## src/rtl/rv32i_pkg.sv

```systemverilog
// Shared types and encodings for the RV32I multi-cycle control path.
// Select encodings match the datapath mux ordering.
package rv32i_pkg;

  typedef enum logic [3:0] {
    S_FETCH, S_DECODE, S_MEMADR, S_MEMREAD, S_MEMWRITE, S_MEMWB,
    S_EXECUTER, S_EXECUTEI, S_ALUWB, S_BRANCH, S_JAL, S_JALRADR,
    S_JALR, S_LUI, S_AUIPC
  } state_t;

  localparam logic [6:0] OP_LOAD   = 7'b0000011;
  localparam logic [6:0] OP_STORE  = 7'b0100011;
  localparam logic [6:0] OP_RTYPE  = 7'b0110011;
  localparam logic [6:0] OP_ITYPE  = 7'b0010011;
  localparam logic [6:0] OP_BRANCH = 7'b1100011;
  localparam logic [6:0] OP_JAL    = 7'b1101111;
  localparam logic [6:0] OP_JALR   = 7'b1100111;
  localparam logic [6:0] OP_LUI    = 7'b0110111;
  localparam logic [6:0] OP_AUIPC  = 7'b0010111;

  typedef enum logic [3:0] {
    ALU_ADD   = 4'b0000,
    ALU_SUB   = 4'b0001,
    ALU_AND   = 4'b0010,
    ALU_OR    = 4'b0011,
    ALU_XOR   = 4'b0100,
    ALU_SLT   = 4'b0101,
    ALU_SLTU  = 4'b0110,
    ALU_SLL   = 4'b0111,
    ALU_SRL   = 4'b1000,
    ALU_SRA   = 4'b1001,
    ALU_PASSB = 4'b1010
  } alu_op_t;

  typedef enum logic [1:0] {
    RES_ALUOUT    = 2'b00,
    RES_DATA      = 2'b01,
    RES_ALURESULT = 2'b10
  } result_src_t;

  typedef enum logic [1:0] {
    SRCA_PC    = 2'b00,
    SRCA_OLDPC = 2'b01,
    SRCA_RS1   = 2'b10
  } src_a_t;

  typedef enum logic [1:0] {
    SRCB_RS2  = 2'b00,
    SRCB_IMM  = 2'b01,
    SRCB_FOUR = 2'b10
  } src_b_t;

  typedef enum logic [2:0] {
    IMM_I = 3'b000,
    IMM_S = 3'b001,
    IMM_B = 3'b010,
    IMM_J = 3'b011,
    IMM_U = 3'b100
  } imm_src_t;

  // State-derived controls that are held in flops; strobes that follow
  // live inputs (mem_ready, Zero) are produced combinationally instead.
  typedef struct packed {
    logic        adr_src;
    logic        mem_write;
    logic        reg_write;
    result_src_t result_src;
    src_a_t      alu_src_a;
    src_b_t      alu_src_b;
    alu_op_t     alu_control;
  } ctrl_t;

  localparam ctrl_t CTRL_DEFAULT = '{
    adr_src: 1'b0, mem_write: 1'b0, reg_write: 1'b0,
    result_src: RES_ALUOUT, alu_src_a: SRCA_PC, alu_src_b: SRCB_RS2,
    alu_control: ALU_ADD
  };

  localparam ctrl_t CTRL_FETCH = '{
    adr_src: 1'b0, mem_write: 1'b0, reg_write: 1'b0,
    result_src: RES_ALURESULT, alu_src_a: SRCA_PC, alu_src_b: SRCB_FOUR,
    alu_control: ALU_ADD
  };

  function automatic logic opcode_legal(input logic [6:0] op);
    case (op)
      OP_LOAD, OP_STORE, OP_RTYPE, OP_ITYPE, OP_BRANCH,
      OP_JAL, OP_JALR, OP_LUI, OP_AUIPC: return 1'b1;
      default:                           return 1'b0;
    endcase
  endfunction

  function automatic imm_src_t imm_src_for(input logic [6:0] op);
    case (op)
      OP_STORE:         return IMM_S;
      OP_BRANCH:        return IMM_B;
      OP_JAL:           return IMM_J;
      OP_LUI, OP_AUIPC: return IMM_U;
      default:          return IMM_I;
    endcase
  endfunction

  // Branch compare op: 00x equality via SUB, 10x signed, 11x unsigned.
  function automatic alu_op_t branch_alu_op(input logic [2:0] funct3);
    case (funct3[2:1])
      2'b10:   return ALU_SLT;
      2'b11:   return ALU_SLTU;
      default: return ALU_SUB;
    endcase
  endfunction

endpackage

```

## src/rtl/rv32i_alu_decoder.sv

```systemverilog
// Combinational ALU operation decode for R-type and I-type ALU instructions.
module rv32i_alu_decoder
  import rv32i_pkg::*;
(
  input  logic [2:0] funct3,
  input  logic       funct7_5,
  input  logic       is_reg,
  output alu_op_t    alu_control
);

  always_comb begin
    alu_control = ALU_ADD;
    case (funct3)
      // IR[30] on I-type ADDI is immediate data, not a SUB select
      3'b000: alu_control = (is_reg && funct7_5) ? ALU_SUB : ALU_ADD;
      3'b001: alu_control = ALU_SLL;
      3'b010: alu_control = ALU_SLT;
      3'b011: alu_control = ALU_SLTU;
      3'b100: alu_control = ALU_XOR;
      3'b101: alu_control = funct7_5 ? ALU_SRA : ALU_SRL;
      3'b110: alu_control = ALU_OR;
      3'b111: alu_control = ALU_AND;
      default: alu_control = ALU_ADD;
    endcase
  end

endmodule

```

## src/rtl/rv32i_mc_controller.sv

```systemverilog
// Multi-cycle Moore sequencer for the RV32I core: steps one instruction
// through fetch/decode/execute/memory/writeback with a shared memory port.
module rv32i_mc_controller
  import rv32i_pkg::*;
(
  input  logic       clk,
  input  logic       rst,
  input  logic [6:0] opcode,
  input  logic [2:0] funct3,
  input  logic       funct7_5,
  input  logic       Zero,
  input  logic       mem_ready,
  output logic       PCWrite,
  output logic       AdrSrc,
  output logic       MemWrite,
  output logic       IRWrite,
  output logic       RegWrite,
  output logic [1:0] ResultSrc,
  output logic [1:0] ALUSrcA,
  output logic [1:0] ALUSrcB,
  output logic [2:0] ImmSrc,
  output logic [3:0] ALUControl,
  output logic       illegal_instr
);

  state_t  state_q, state_d;
  ctrl_t   ctrl_q, ctrl_d;
  alu_op_t dec_alu_op;
  logic    is_reg;
  logic    branch_bad, branch_taken;
  logic    pc_write, ir_write, illegal;

  // Decoder is evaluated for the state being entered, since ctrl is registered.
  assign is_reg = (state_d == S_EXECUTER);

  rv32i_alu_decoder u_alu_dec (
    .funct3      (funct3),
    .funct7_5    (funct7_5),
    .is_reg      (is_reg),
    .alu_control (dec_alu_op)
  );

  always_comb begin
    state_d = state_q;
    case (state_q)
      S_FETCH:    if (mem_ready) state_d = S_DECODE;
      S_DECODE: begin
        case (opcode)
          OP_LOAD, OP_STORE: state_d = S_MEMADR;
          OP_RTYPE:          state_d = S_EXECUTER;
          OP_ITYPE:          state_d = S_EXECUTEI;
          OP_BRANCH:         state_d = S_BRANCH;
          OP_JAL:            state_d = S_JAL;
          OP_JALR:           state_d = S_JALRADR;
          OP_LUI:            state_d = S_LUI;
          OP_AUIPC:          state_d = S_AUIPC;
          default:           state_d = S_FETCH;
        endcase
      end
      S_MEMADR:   state_d = opcode[5] ? S_MEMWRITE : S_MEMREAD;
      S_MEMREAD:  if (mem_ready) state_d = S_MEMWB;
      S_MEMWRITE: if (mem_ready) state_d = S_FETCH;
      S_JALRADR:  state_d = S_JALR;
      S_EXECUTER, S_EXECUTEI, S_JAL, S_JALR, S_LUI, S_AUIPC:
                  state_d = S_ALUWB;
      default:    state_d = S_FETCH;
    endcase
  end

  always_comb begin
    ctrl_d = CTRL_DEFAULT;
    case (state_d)
      S_FETCH: ctrl_d = CTRL_FETCH;
      S_DECODE: begin
        ctrl_d.alu_src_a = SRCA_OLDPC;
        ctrl_d.alu_src_b = SRCB_IMM;
      end
      S_MEMADR, S_JALRADR: begin
        ctrl_d.alu_src_a = SRCA_RS1;
        ctrl_d.alu_src_b = SRCB_IMM;
      end
      S_MEMREAD: ctrl_d.adr_src = 1'b1;
      S_MEMWRITE: begin
        ctrl_d.adr_src   = 1'b1;
        ctrl_d.mem_write = 1'b1;
      end
      S_MEMWB: begin
        ctrl_d.result_src = RES_DATA;
        ctrl_d.reg_write  = 1'b1;
      end
      S_EXECUTER: begin
        ctrl_d.alu_src_a   = SRCA_RS1;
        ctrl_d.alu_control = dec_alu_op;
      end
      S_EXECUTEI: begin
        ctrl_d.alu_src_a   = SRCA_RS1;
        ctrl_d.alu_src_b   = SRCB_IMM;
        ctrl_d.alu_control = dec_alu_op;
      end
      S_ALUWB: ctrl_d.reg_write = 1'b1;
      S_BRANCH: begin
        ctrl_d.alu_src_a   = SRCA_RS1;
        ctrl_d.alu_control = branch_alu_op(funct3);
      end
      S_JAL, S_JALR: begin
        ctrl_d.alu_src_a = SRCA_OLDPC;
        ctrl_d.alu_src_b = SRCB_FOUR;
      end
      S_LUI: begin
        ctrl_d.alu_src_b   = SRCB_IMM;
        ctrl_d.alu_control = ALU_PASSB;
      end
      S_AUIPC: begin
        ctrl_d.alu_src_a = SRCA_OLDPC;
        ctrl_d.alu_src_b = SRCB_IMM;
      end
      default: ctrl_d = CTRL_DEFAULT;
    endcase
  end

  always_ff @(posedge clk or posedge rst) begin
    if (rst) begin
      state_q <= S_FETCH;
      ctrl_q  <= CTRL_FETCH;
    end else begin
      state_q <= state_d;
      ctrl_q  <= ctrl_d;
    end
  end

  // Taken sense flips between 00x (equality) and 1xx (compare) groups and with funct3[0].
  assign branch_bad   = (funct3[2:1] == 2'b01);
  assign branch_taken = Zero ^ funct3[0] ^ funct3[2];

  always_comb begin
    pc_write = 1'b0;
    ir_write = 1'b0;
    illegal  = 1'b0;
    case (state_q)
      S_FETCH: begin
        pc_write = mem_ready;
        ir_write = mem_ready;
      end
      S_DECODE: illegal = ~opcode_legal(opcode);
      S_BRANCH: begin
        pc_write = branch_taken & ~branch_bad;
        illegal  = branch_bad;
      end
      S_JAL, S_JALR: pc_write = 1'b1;
      default: ;
    endcase
  end

  assign PCWrite       = pc_write & ~rst;
  assign IRWrite       = ir_write & ~rst;
  assign illegal_instr = illegal & ~rst;
  assign RegWrite      = ctrl_q.reg_write & ~rst;
  assign MemWrite      = ctrl_q.mem_write & ~rst;
  assign AdrSrc        = ctrl_q.adr_src;
  assign ResultSrc     = ctrl_q.result_src;
  assign ALUSrcA       = ctrl_q.alu_src_a;
  assign ALUSrcB       = ctrl_q.alu_src_b;
  assign ALUControl    = ctrl_q.alu_control;
  assign ImmSrc        = imm_src_for(opcode);

endmodule

```

## config.mk

```make
export PLATFORM = sky130hd
export DESIGN_NAME = rv32i_mc_controller
export DESIGN_NICKNAME = d
export VERILOG_FILES = /design/src/rtl/rv32i_pkg.sv /design/src/rtl/rv32i_alu_decoder.sv /design/src/rtl/rv32i_mc_controller.sv
export SDC_FILE = /design/constraint.sdc
export NUM_CORES = 1
export LEC_CHECK = 0
export ABC_AREA = 1
export BUFFER_PORTS_ARGS = -buffer_cell sky130_fd_sc_hd__buf_2
export CAP_MARGIN = 10
export CELL_PAD_IN_SITES_DETAIL_PLACEMENT = 2
export CELL_PAD_IN_SITES_GLOBAL_PLACEMENT = 2
export CORE_ASPECT_RATIO = 1.4
export CORE_MARGIN = 4
export CORE_UTILIZATION = 31
export DETAILED_ROUTE_END_ITERATION = 12
export GPL_TIMING_DRIVEN = 0
export PLACE_DENSITY = 0.93
export SLEW_MARGIN = 20
export SYNTH_ARGS = -nofsm -noshare
export SYNTH_HDL_FRONTEND = slang
export SYNTH_HIERARCHICAL = 1
export SYNTH_SLANG_ARGS = --single-unit
```

## constraint.sdc

```tcl
create_clock -name clk -period 3.7 [get_ports clk]
set_clock_uncertainty 0.2 [all_clocks]
set_input_delay 0.74 -clock clk [delete_from_list [all_inputs] [get_ports clk]]
set_output_delay 0.74 -clock clk [all_outputs]
set_load 0.03 [all_outputs]
```

After elaboration in Yosys (flattened, before gate mapping). Cells that the tools add are included.

Register bits: 17. Latch bits: 0. Memory bits (writable): 0. Memory bits (read-only): 0. Output and inout port bits: 19. Logic and storage cells: 103. Memories: 0.

$add $sub $neg: 0. Multiply operators: 0. Div/mod/pow operators: 0. Order comparisons: 0. Equality and inequality tests: 45. Shift-type cells: 0. Multiplexer cells: 23. Bitwise operators: 11. Reductions and logical operators: 16.

Operators by type and width (number): 4-bit case mux with 8 select lines (2); 4-bit == test (second input constant) (13); 4-bit by 3-bit == test with 1-bit output (second input constant) (7); 4-bit case mux with 7 select lines (1); 7-bit by 6-bit == test with 1-bit output (second input constant) (3); 7-bit == test (second input constant) (3); 4-bit by 2-bit == test with 1-bit output (second input constant) (4); 7-bit by 5-bit == test with 1-bit output (second input constant) (2); 3-bit == test (second input constant) (4); 4-bit two-way mux (3); 2-bit case mux with 2 select lines (3); 3-bit case mux with 4 select lines (1); 4-bit case mux with 3 select lines (1); 2-bit OR reduction (6); 6-bit OR reduction (2); 9-bit OR reduction (1); 4-bit by 1-bit == test with 1-bit output (second input constant) (2); 4-bit zero test (2); 1-bit two-way mux (8); 7-bit by 2-bit == test with 1-bit output (second input constant) (1); 1-bit AND (6); 3-bit by 2-bit == test with 1-bit output (second input constant) (2); 3-bit case mux with 2 select lines (1); 5-bit OR reduction (1); 12 further kinds (16).

Longest topological paths before layout.
Depth after elaboration: 9. Gate-level depth with buffers: 17. Gate-level depth less buffers: 16.

Cells and area by module. The synthesis kept the hierarchy.

Modules (own cells, without submodules): rv32i_mc_controller (instances 1, cells an instance 182, area each 1300.0 µm²); rv32i_alu_decoder (instances 1, cells an instance 16, area each 71.3 µm²).

Worst setup path after synthesis. OpenSTA, ideal clock, no wires.

Kind: input to output. From: input port opcode[1]. To: output port ImmSrc[0]. Arrival time: 1.939 ns. Data required time: 2.760 ns. Path slack: 0.821 ns. Stages: 4. Path buffers: 0. Cell sequence: nand2_2 -> inv_2 -> nand2_1 -> o41ai_1.

Cells in the longest elaborated chain, start to end: 3. Elaborated cells between the ends (all ways): 7. Classes of those cells: 5 x eq/ne; 1 x mux; 1 x reduce/logical.

Ends and longest elaborated chain: start: declaration (RTL line rv32i_mc_controller.sv:8) `input logic [6:0] opcode,`; 7-bit by 6-bit == test with 1-bit output / 7-bit by 5-bit == test with 1-bit output (equally long branches) (RTL line rv32i_pkg.sv:94) `case (op)`; 2-bit OR reduction (RTL line rv32i_pkg.sv:94); 3-bit case mux with 4 select lines * (RTL line rv32i_pkg.sv:94); end: declaration (RTL line rv32i_mc_controller.sv:21) `output logic [2:0] ImmSrc,`.

Mark *: on every way between the ends. The rest lies on a longest branch, timed or not.

Final worst setup path.
From: register state_q[3]. To: output port PCWrite.

Cells in the longest elaborated chain, start to end: 4. Elaborated cells between the ends (all ways): 7. Classes of those cells: 3 x eq/ne; 1 x mux; 1 x bitwise; 2 x reduce/logical.

Ends and longest elaborated chain: start: declaration (RTL line rv32i_mc_controller.sv:26) `state_t state_q, state_d;`; start signal: assignment (RTL line rv32i_mc_controller.sv:126) `state_q <= state_d;`; 4-bit == test (RTL line rv32i_mc_controller.sv:139) `case (state_q)`; 2-bit OR reduction (RTL line rv32i_mc_controller.sv:139); 1-bit case mux with 3 select lines * (RTL line rv32i_mc_controller.sv:139); 1-bit AND * (RTL line rv32i_mc_controller.sv:154) `assign PCWrite = pc_write & ~rst;`; end: declaration (RTL line rv32i_mc_controller.sv:13) `output logic PCWrite,`.

Marks and branches as above.

==> results.sh <==
export IMPL_first_iter_violations=16
export IMPL_post_synth_top_count_cell="nand2_1"
export IMPL_regToRegSetupSlack_ps=1510
export IMPL_synth_seq_area_share=0.3120
export IMPL_avgRoutedWirePerCell_um=13.60
export IMPL_slowest_stage="dfrtp_1"
export IMPL_max_slew_margin_rel=0.5850
export IMPL_clock_fmax_ghz=0.3636
export IMPL_postSynthNetCount=213
export IMPL_worst_endpoint_arrival_ps=1810
export IMPL_cts_tree="yes"
export IMPL_vias_per_cell=4.668
export IMPL_power_share_clock=0.246
export IMPL_first_global_vias=1542
export IMPL_tightest_slew_ps=621.8
export IMPL_timing_setup_critical_path_class="reg -> out"
export IMPL_asyncSetResetFlopFracSynth=1.000
export IMPL_final_area_um2=1657
export IMPL_synth_top_cells_by_area="dfrtp_1 (27%), nand2_1 (11%), nor2_1 (8.5%), inv_1 (7.7%), buf_4 (5.5%)"
export IMPL_power_net_switching_uw=209.3
export IMPL_worstSetupStartpointType="flip-flop"
export IMPL_clock_tree_root_cell="clkbuf_8"
export IMPL_flow_area_growth_from_synthesis_pct=20.80
export IMPL_cts_path_max_buffers=2
export IMPL_holdWs_ps=426.2
export IMPL_post_cts_buffers=0
export IMPL_standby_leakage_power_nw=0.9403
export IMPL_cpPeakStageDelay_ps=480
export IMPL_grt_max_degree=18
export IMPL_remaining_drc_errors=0
export IMPL_synth_cell_type_count=31
export IMPL_cts_repair_resize_count=0
export IMPL_cp_cell_sequence="inv_1 > nor2_1 > inv_1 > o21ai_0 > a31oi_1 > a21oi_1 > buf_2"
export IMPL_power_per_cell_area_nw_per_um2=339.1
export IMPL_totalNegativeSetupSlack_ps=0
export IMPL_die_y_um=86.70
export IMPL_yosys_most_used_dff="dfrtp_1"
export IMPL_gate_count_after_technology_mapping=198
export IMPL_netSwitchingFraction=0.3727
export IMPL_number_of_sinks_on_the_clock_net=17
export IMPL_synth_edff_count=0
export IMPL_share_seq_of_total_power=0.389
export IMPL_route_final_wire_length_um=4011
export IMPL_yosys_warnings=6
export IMPL_hold_path_class="in -> async"
export IMPL_dpl_cell_area_um2=1612
export IMPL_finalNetCount=251
export IMPL_most_common_cell_on_crit_path="inv_1"
export IMPL_multiInputGateArea_um2=720.7
export IMPL_global_route_overflow_total=0
export IMPL_core_rowCount=28
export IMPL_die_w_um=64.21
export IMPL_required_arrival_time_at_the_worst_endpoint_ps=2760
export IMPL_yosys_register_bits=17
export IMPL_max_cap_viols=0
export IMPL_final_layout_size_suffix_gt1_frac=0.3447
export IMPL_place_hpwl_um=3470
export IMPL_initial_utilization=0.3235
export IMPL_ctsHtreeMaxLevel=1
export IMPL_finalCritPeriodShare=0.7433
export IMPL_filler_cell_count=558
export IMPL_fp_dieArea_um2=5567
export IMPL_core_area_um2=4239
export IMPL_report_final_hold_viol_count=0
export IMPL_clk_insertion_delay_late_ps=250
export IMPL_ys_top_cells_by_count="nand2_1 (41), nor2_1 (31), inv_1 (28), dfrtp_1 (15), nand3_1 (15)"
export IMPL_vdd_drop_max_v=0.0001478
export IMPL_routed_via_count=1377
export IMPL_reg2reg_from="state_q[3]"
export IMPL_power_internal_uw=352.4
export IMPL_share_comb_of_total_power=0.365
export IMPL_worst_setup_path_end_kind="output pin"
export IMPL_antenna_left=0
export IMPL_syn_area_um2=1371
export IMPL_rsz0062_at_grt="false"
export IMPL_status="finished clean"
export IMPL_setup_failing_eps_final=0
export IMPL_reg2reg_to="ALUControl[0]"
export IMPL_clk_pin_slew_ps=60
export IMPL_number_of_antenna_violations_at_the_first_check_in_global_routing=0
export IMPL_port_buffers=33
export IMPL_period_minus_slack_ps=2750
export IMPL_cp_max_fo=6
export IMPL_synth_avg_cell_area_um2=6.926
export IMPL_critPathTopFamily="compound AO/OA/AOI/OAI gates"
export IMPL_post_cts_hold_buffer_count=0
export IMPL_global_route_usage_total=0.1622
export IMPL_num_io_pins=34
export IMPL_numCtsBuffers=3
export IMPL_synth_largest_type_area_fraction=0.2737
export IMPL_critPathBufInv=3
export IMPL_gpl_final_weighted_congestion=0.7992
export IMPL_synthDominantAreaCellType="dfrtp_1"
export IMPL_global_route_wire_length_before_repair_um=7079
export IMPL_antenna_cells_inserted=0
export IMPL_drv_slew=0
export IMPL_layout_area_seq_um2=427.9
export IMPL_ff2ff_path_depth=15
export IMPL_drt_pass1_iter_count=4
layout by cell type, fill, tap and decap left out, drive strengths merged:
master	instances
nand3b	1
buf	44
a31oi	1
clkbuf	4
a211oi	1
nor2	38
o31ai	1
xor2	2
inv	35
nand4	3
nand3	21
dfrtp	15
xnor2	1
dfstp	2
nand2	48
a21oi	4
o41ai	1
nor3	3
o21ai	10
power by group through the flow:
stage	Combinational [mW]	Clock (mW)	Sequential, mW
floorplan	0.148	0	0.221
global placement	0.198	0	0.220
detailed placement	0.208	0	0.222
CTS	0.210	0.144	0.219
global route	0.228	0.154	0.221
finish	0.205	0.138	0.218
area by class of cell:
type                    instances  share of cell area
repair buffers                 33             0.09970
clock buffers                   4             0.02719
well taps                      60             0.04532
inverters                      35             0.08233
plain buffers                  11             0.05211
flip-flops and latches         17              0.2583
multi-input cells             135              0.4350
routing by layer:
| metal | share of wire | global-route usage | up-vias |
|---|---|---|---|
| met1 | 0.38 | 0.1731 | 668 |
| li1 | - | - | 680 |
| met3 | 0.026 | 0.01297 | 4 |
| met2 | 0.58 | 0.3274 | 25 |
| met5 | 0 | 0 | - |
| met4 | 0.015 | 0.05192 | 0 |
kinds of logic after synthesis:
| logic type | Yosys count | synth area share |
|---|---|---|
| simple gates | 114 | 0.4270 |
| buf+inv | 46 | 0.1624 |
| compound gates | 18 | 0.07938 |
| flops | 17 | 0.3120 |
| xor+xnor | 3 | 0.01916 |
sequential cells by signal, summed over array words and instances (netlist names):
name        flops
ALUControl      4
ctrl_q          2
state_q         4
AdrSrc          1
ALUSrcA         2
ResultSrc       2
ALUSrcB         2
per-stage QoR:
step	util	total power [mW]	instances	setup WS (ps)
after global routing	0.3908	0.6024	295	765.4
after floorplan	-	0.3691	198	820.8
final	0.3908	0.5617	295	949.7
after detailed placement	0.3802	0.4303	291	1004
after global placement	0.3802	0.4187	291	1020
after CTS	0.3908	0.5728	295	915.4
worst max path at each step:
stage / from / cells after the start / slack, ps / endpoint
6_report: state_q[3] / 7 / 950 / PCWrite
5_1_grt: state_q[1] / 7 / 770 / PCWrite
4_1_cts: state_q[3] / 7 / 920 / PCWrite
3_5_place_dp: opcode[1] / 9 / 1000 / illegal_instr
3_3_place_gp: opcode[1] / 9 / 1020 / illegal_instr
2_1_floorplan: opcode[1] / 4 / 820 / ImmSrc[0]
(Power assumes the default switching activity.)
